**src/rtl/adder_pkg.sv**
```systemverilog
// rtl/adder_pkg.sv - shared state encoding and digit width for the digit-serial adder
package adder_pkg;

  typedef enum logic [1:0] {IDLE, RUN, DONE} state_t;

  localparam int DIGIT_W = 3;

endpackage

```
**src/rtl/adder_digit.sv**
```systemverilog
// rtl/adder_digit.sv - combinational ripple-carry digit slice
module adder_digit
  import adder_pkg::*;
#(
  parameter int W = DIGIT_W
) (
  input  logic [W-1:0] a,
  input  logic [W-1:0] b,
  input  logic         cin,
  output logic [W-1:0] s,
  output logic         cout
);

  logic c;

  always_comb begin
    s = '0;
    c = cin;
    for (int i = 0; i < W; i++) begin
      s[i] = a[i] ^ b[i] ^ c;
      c    = (a[i] & b[i]) | (c & (a[i] ^ b[i]));
    end
    cout = c;
  end

endmodule

```
**src/rtl/adder_digit_serial.sv**
```systemverilog
// rtl/adder_digit_serial.sv - digit-serial adder, one DIGIT-bit slice per cycle behind valid/ready
module adder_digit_serial
  import adder_pkg::*;
#(
  parameter int WIDTH = 12,
  parameter int DIGIT = DIGIT_W
) (
  input  logic             clk,
  input  logic             rst,
  input  logic             in_valid,
  output logic             in_ready,
  input  logic [WIDTH-1:0] in_a,
  input  logic [WIDTH-1:0] in_b,
  input  logic             in_cin,
  output logic             out_valid,
  input  logic             out_ready,
  output logic [WIDTH-1:0] out_sum,
  output logic             out_cout
);

  localparam int NDIG = WIDTH / DIGIT;
  localparam int CW   = (NDIG > 1) ? $clog2(NDIG) : 1;
  localparam logic [CW-1:0] LAST = CW'(NDIG - 1);

  state_t           state, state_nxt;
  logic [WIDTH-1:0] a_sh, b_sh, sum_sh, sum_nxt;
  logic [CW-1:0]    cnt;
  logic             carry;
  logic [DIGIT-1:0] dsum;
  logic             dcout;
  logic             accept;

  adder_digit #(.W(DIGIT)) u_digit (
    .a    (a_sh[DIGIT-1:0]),
    .b    (b_sh[DIGIT-1:0]),
    .cin  (carry),
    .s    (dsum),
    .cout (dcout)
  );

  // A retiring result frees the block in the same cycle, so a new pair can follow directly.
  assign in_ready  = (state == IDLE) || ((state == DONE) && out_ready);
  assign accept    = in_valid && in_ready;
  assign out_valid = (state == DONE);
  assign out_sum   = sum_sh;
  assign out_cout  = carry;

  // New digit enters at the top; after NDIG shifts the low digit has reached bit 0.
  assign sum_nxt = WIDTH'({dsum, sum_sh} >> DIGIT);

  always_ff @(posedge clk) begin
    if (rst) begin
      state <= IDLE;
    end else begin
      state <= state_nxt;
    end
  end

  always_comb begin
    state_nxt = state;
    case (state)
      IDLE:    if (accept) state_nxt = RUN;
      RUN:     if (cnt == LAST) state_nxt = DONE;
      DONE:    if (out_ready) state_nxt = in_valid ? RUN : IDLE;
      default: state_nxt = IDLE;
    endcase
  end

  always_ff @(posedge clk) begin
    if (rst) begin
      a_sh   <= '0;
      b_sh   <= '0;
      sum_sh <= '0;
      cnt    <= '0;
      carry  <= 1'b0;
    end else if (accept) begin
      a_sh  <= in_a;
      b_sh  <= in_b;
      carry <= in_cin;
      cnt   <= '0;
    end else if (state == RUN) begin
      a_sh   <= a_sh >> DIGIT;
      b_sh   <= b_sh >> DIGIT;
      sum_sh <= sum_nxt;
      carry  <= dcout;
      cnt    <= cnt + 1'b1;
    end
  end

endmodule
```
**config.mk**
```make
export PLATFORM = sky130hd
export DESIGN_NAME = adder_digit_serial
export DESIGN_NICKNAME = d
export VERILOG_FILES = /design/src/rtl/adder_pkg.sv /design/src/rtl/adder_digit.sv /design/src/rtl/adder_digit_serial.sv
export SDC_FILE = /design/constraint.sdc
export NUM_CORES = 1
export LEC_CHECK = 0
export BUFFER_PORTS_ARGS = -buffer_cell sky130_fd_sc_hd__buf_4
export CAP_MARGIN = 20
export CORE_MARGIN = 5
export CORE_UTILIZATION = 40
export DETAILED_ROUTE_END_ITERATION = 8
export PLACE_DENSITY_LB_ADDON = 0.12
export SETUP_SLACK_MARGIN = 0.5
export SLEW_MARGIN = 10
export SYNTH_ARGS = -nofsm -noshare
export SYNTH_HDL_FRONTEND = slang
export SYNTH_SLANG_ARGS = --single-unit
export TNS_END_PERCENT = 5
```
**constraint.sdc**
```tcl
create_clock -name clk -period 4.4 [get_ports clk]
set_input_delay 0.22 -clock clk [delete_from_list [all_inputs] [get_ports clk]]
set_output_delay 0.22 -clock clk [all_outputs]
set_load 0.02 [all_outputs]
```
After elaboration in Yosys (flattened, before gate mapping) --
Cells that the tools add are included.
Storage, ports and cells: register bits after elaboration 41, word-level logic and storage cells 48
Cells by class: add/subtract/negate cells 1, equal/unequal tests 6, mux-type cells 11, bitwise logic cells 16, reduce and logical (&&, ||, !) cells 8
Operators with widths (number):
- 12-bit two-way mux | 4
- 1-bit bitwise AND | 6
- 2-bit two-way mux | 3
- 2-bit one-hot mux with 3 select lines | 1
- 1-bit bitwise XOR | 6
- 2-bit == test (second input constant) | 2
- 2-bit != test (second input constant) | 2
- 1-bit two-way mux | 3
- 1-bit OR | 3
- 3-bit AND reduction | 1
- 2-bit by 1-bit adder with 2-bit output (second input constant) | 1
- 2-bit by 1-bit == test with 1-bit output (second input constant) | 1
- 1-bit logical AND | 2
- 2-bit logical NOT | 1
- 2-bit by 1-bit != test with 1-bit output (second input constant) | 1
- 2-bit AND reduction | 1
- 2-bit nonzero test | 1
- 2-bit OR reduction | 1
- 1-bit logical OR | 1
- 1-bit NOT | 1

Longest topological paths before layout --
depth after elaboration 9, mapped depth 8, mapped depth without buffers 8

Cells and area by module --
From an unflattened synthesis, not the netlist that was laid out.
Second synthesis, totals: cells, all modules 226, area, all modules 2024.4 um^2
By module, submodules not included:
- adder_digit_serial | times used 1, cells each 213, area an instance 1926.8 um^2, seq. area each 820.8 um^2
- adder_digit | times used 1, cells each 13, area an instance 97.6 um^2, seq. area each 0.0 um^2

Worst setup path before layout --
OpenSTA, ideal clock, no wires.
path kind reg-to-reg, from reg carry, in the netlist out_cout, to reg carry, in the netlist out_cout, library setup time 75 ps, arrival 1897 ps, data required time 4325 ps, setup slack 2428 ps, stages on the path, launching flop included 9, path buffers 0, path through dfxtp_1 > inv_1 > fa_1 > inv_1 > fa_1 > inv_1 > fa_1 > mux2_2 > o22ai_1
Between the ends: word-level cells in the longest chain between the ends 8
RTL lines:
- start: declaration | line adder_digit_serial.sv:28 | logic carry;
- start signal: assignment | line adder_digit_serial.sv:79 | carry <= in_cin;
- start signal: assignment | line adder_digit_serial.sv:85 | carry <= dcout;
- 1-bit bitwise AND | line adder_digit.sv:21 | c = (a[i] & b[i]) | (c & (a[i] ^ b[i]));
- 1-bit OR | line adder_digit.sv:21
- 1-bit bitwise AND | line adder_digit.sv:21
- 1-bit OR | line adder_digit.sv:21
- 1-bit bitwise AND | line adder_digit.sv:21
- 1-bit OR | line adder_digit.sv:21
- 1-bit two-way mux | line adder_digit_serial.sv:81 | end else if (state == RUN) begin
- 1-bit two-way mux | line adder_digit_serial.sv:76 | end else if (accept) begin
No other way between the ends. The select of a mux whose other input is x is not followed. A chain may end at the register's enable or synchronous reset.

Worst setup path after layout --
Ends and elaborated chain as after synthesis.

==> insert_results.sql <==
INSERT INTO impl_metrics (metric_group, metric, value, unit) VALUES
('critical_path', 'crit_cells', '8', ''),
('cts', 'cts_buffers', '5', ''),
('logic_synthesis', 'synth_enable_flop_cells', '0', ''),
('route', 'via_count', '1583', ''),
('cts', 'clock_insertion_delay_worst_skew', '0.29', 'ns'),
('logic_synthesis', 'yosysWarningCount', '0', ''),
('cts', 'tritoncts', 'done', ''),
('cts', 'post_cts_resized', '0', ''),
('logic_synthesis', 'ys_seq_elements', '41', ''),
('critical_path', 'required', '4.59', 'ns'),
('critical_path', 'crit_buf_inv', '3', ''),
('die', 'die_width', '79.9', 'µm'),
('die', 'core_area', '4720', 'µm²'),
('critical_path', 'reg2reg_depth', '8', ''),
('layout', 'register_area', '821', 'µm²'),
('logic_synthesis', 'ys_async_sr_fraction', '0', ''),
('critical_path', 'critical_path.startpoint_type', 'flip-flop', ''),
('critical_path', 'r2r_end', 'out_cout$_SDFFE_PP0P_', ''),
('logic_synthesis', 'synth_cell_types', '27', ''),
('critical_path', 'critical_path.slowest_cell', 'sky130_fd_sc_hd__fa_1', ''),
('sta', 'tightest_slew', '1.01', 'ns'),
('logic_synthesis', 'ys.flop_type', 'sky130_fd_sc_hd__dfxtp_1', ''),
('route', 'drt-pass1-iter-count', '4', ''),
('route', 'routed_wirelength', '4.34', 'mm'),
('placement', 'hpwl_after_dpl', '2.87', 'mm'),
('layout', 'layout_overhead_on_the_synthesized_area', '19.3', '%'),
('layout', 'post_route_cells_drive_above_1_share', '0.292', ''),
('route', 'detailedRoute.firstIterationViolations', '87', ''),
('logic_synthesis', 'synth_most_common_cell', 'sky130_fd_sc_hd__nand2_1', ''),
('placement', 'numPlacedInstances', '313', ''),
('sta', 'fin_crit_sh', '0.452', ''),
('global_route', 'antenna_found_initial', '0', ''),
('outcome', 'run_status', 'finished, final reports clean', ''),
('global_route', 'grt_overflow', '0', ''),
('critical_path', 'setup.worst_path.class', 'flip-flop to flip-flop', ''),
('critical_path', 'timing.critical_path.cells', 'inv_1 > fa_1 > inv_1 > fa_1 > inv_1 > fa_1 > mux2_2 > o22ai_1', ''),
('critical_path', 'critical_path.endpoint_type', 'flip-flop', ''),
('cts', 'root_buffer', 'sky130_fd_sc_hd__clkbuf_8', ''),
('route', 'post-route-drc-count', '0', ''),
('critical_path', 'worstSetupStartpoint', 'out_cout$_SDFFE_PP0P_', ''),
('layout', 'insertedDiodeCount', '0', ''),
('die', 'die-area', '6380', 'µm²'),
('cts', 'max-clock-path-buffers', '2', ''),
('critical_path', 'timing.reg2reg.setup_slack', '2.41', 'ns'),
('cts', 'clkSinkCount', '41', ''),
('sta', 'setup_repair_after_global_routing_missed_its_margin', 'no', ''),
('sta', 'fmax', '503', 'MHz'),
('global_route', 'global_router_s_overall_resource_usage', '0.143', ''),
('logic_synthesis', 'synth_top_area_share', '0.420', ''),
('pwr', 'power_density', '357', 'nW/µm²'),
('logic_synthesis', 'postSynthNetCount', '254', ''),
('sta', 'finalHoldViolCount', '0', ''),
('critical_path', 'signal_arrival_time_at_the_worst_endpoint', '2.18', 'ns'),
('logic_synthesis', 'synth.top_cells.by_area', 'sky130_fd_sc_hd__dfxtp_1 (42%), sky130_fd_sc_hd__a311oi_2 (12%), sky130_fd_sc_hd__nand2_1 (11%)', ''),
('logic_synthesis', 'yosysTopAreaCell', 'sky130_fd_sc_hd__dfxtp_1', ''),
('critical_path', 'reg2reg_from', 'out_cout$_SDFFE_PP0P_', ''),
('min_path', 'min_to', 'a_sh[11]$_SDFFE_PP0P_', ''),
('logic_synthesis', 'yosysSeqAreaShare', '0.420', ''),
('flow_run', 'cap_viol_max_count', '0', ''),
('die', 'boundary_pins', '44', ''),
('layout', 'instances_no_fill', '320', ''),
('min_path', 'min_path_type', 'input port to flip-flop', ''),
('global_route', 'grt_start_max_net_pins', '40', ''),
('sta', 'report.final.setup_viol', '0', ''),
('route', 'ant_nets', '0', ''),
('sta', 'layout_min_cycle_time', '1.99', 'ns'),
('route', 'route.detailed.wl_per_inst', '13.6', 'µm'),
('cts', 'clk_pin_slew', '0.08', 'ns'),
('cts', 'cts_post_setup_buffers_inserted', '0', ''),
('sta', 'hold_ws', '0.184', 'ns'),
('min_path', 'worst_hold_startpoint', 'in_a[11]', '');
==> kinds of logic after synthesis <==
group                    Yosys count  synth area share
AO/OA/AOI/OAI                     47             0.218
XOR/XNOR                           1           0.00448
adder cells (fa/ha/maj)            4            0.0371
buffers and inverters             30            0.0979
flip-flops                        41             0.420
multiplexers                       1           0.00576
AND/OR/NAND/NOR                   97             0.216
==> routing by layer <==
metal  part of all wire  wire (µm)  GRT usage  up-vias
li1                   -          -          -      818
met1               0.46       1990      0.179      727
met2               0.48       2080      0.237       34
met3              0.051        221     0.0361        4
met4              0.011         46     0.0507        0
met5                  0          0          0        -
==> power breakdown <==
part           switching [mW]  leakage (nW)  internal (mW)
registers              0.0149         0.337          0.396
logic                  0.0766         0.483         0.0582
clock network           0.123        0.0540          0.165
==> worst max-delay path by stage <==
stage	endpoint	slack [ns]
4_1_cts	out_cout$_SDFFE_PP0P_	2.39
3_3_place_gp	a_sh[6]$_SDFFE_PP0P_	2.44
5_1_grt	a_sh[7]$_SDFFE_PP0P_	2.25
2_1_floorplan	out_cout$_SDFFE_PP0P_	2.43
6_report	out_cout$_SDFFE_PP0P_	2.41
3_5_place_dp	a_sh[7]$_SDFFE_PP0P_	2.43
==> cells in the final DEF (no fill, tap or decap) <==
cell type | Yosys | final
sky130_fd_sc_hd__nor2b_2 | 0 | 1
sky130_fd_sc_hd__inv_1 | 9 | 9
sky130_fd_sc_hd__a21oi_1 | 18 | 18
sky130_fd_sc_hd__nand2_2 | 3 | 3
sky130_fd_sc_hd__o211ai_1 | 6 | 6
sky130_fd_sc_hd__nand3_1 | 6 | 6
sky130_fd_sc_hd__a311oi_1 | 2 | 2
sky130_fd_sc_hd__dfxtp_1 | 41 | 41
sky130_fd_sc_hd__xnor2_1 | 1 | 1
sky130_fd_sc_hd__nand2_1 | 57 | 57
sky130_fd_sc_hd__nor3_1 | 18 | 18
sky130_fd_sc_hd__nor2_1 | 5 | 5
sky130_fd_sc_hd__a311oi_2 | 16 | 16
sky130_fd_sc_hd__and2b_1 | 1 | 1
sky130_fd_sc_hd__clkbuf_8 | 0 | 5
sky130_fd_sc_hd__o21ai_1 | 1 | 1
sky130_fd_sc_hd__a22oi_1 | 1 | 1
sky130_fd_sc_hd__o22ai_1 | 1 | 1
sky130_fd_sc_hd__mux2_2 | 1 | 1
sky130_fd_sc_hd__clkinv_2 | 0 | 1
sky130_fd_sc_hd__bufinv_16 | 0 | 1
sky130_fd_sc_hd__nor2b_1 | 3 | 2
sky130_fd_sc_hd__fa_1 | 3 | 3
sky130_fd_sc_hd__buf_4 | 8 | 46
sky130_fd_sc_hd__ha_1 | 1 | 1
sky130_fd_sc_hd__nand2b_1 | 4 | 4
sky130_fd_sc_hd__a211oi_1 | 2 | 2
==> worst min-delay path, cell delays in order <==
cell,delay [ns]
sky130_fd_sc_hd__buf_4,0.11
sky130_fd_sc_hd__nand3_1,0.05
sky130_fd_sc_hd__a21oi_1,0.05
==> metrics by stage <==
step | worst slack, ns | cell area, µm²
after floorplan | 2.43 | 1950
after global placement | 2.44 | 2230
after detailed placement | 2.43 | 2230
after CTS | 2.39 | 2330
after global routing | 2.25 | 2330
final | 2.41 | 2330
==> state kept, by name, indices dropped and copies added (netlist names) <==
register  count
a_sh         12
b_sh         12
out_sum      12
cnt           2
state         2
out_cout      1
==> layout make-up <==
type | instances | area share
Timing Repair Buffer | 46 | 0.148
Inverter | 9 | 0.0145
Sequential cell | 41 | 0.352
Tap cell | 67 | 0.0359
Multi-Input combinational cell | 150 | 0.405
Clock inverter | 2 | 0.0150
Clock buffer | 5 | 0.0295
No activity file was read; power rests on OpenSTA's default activity.
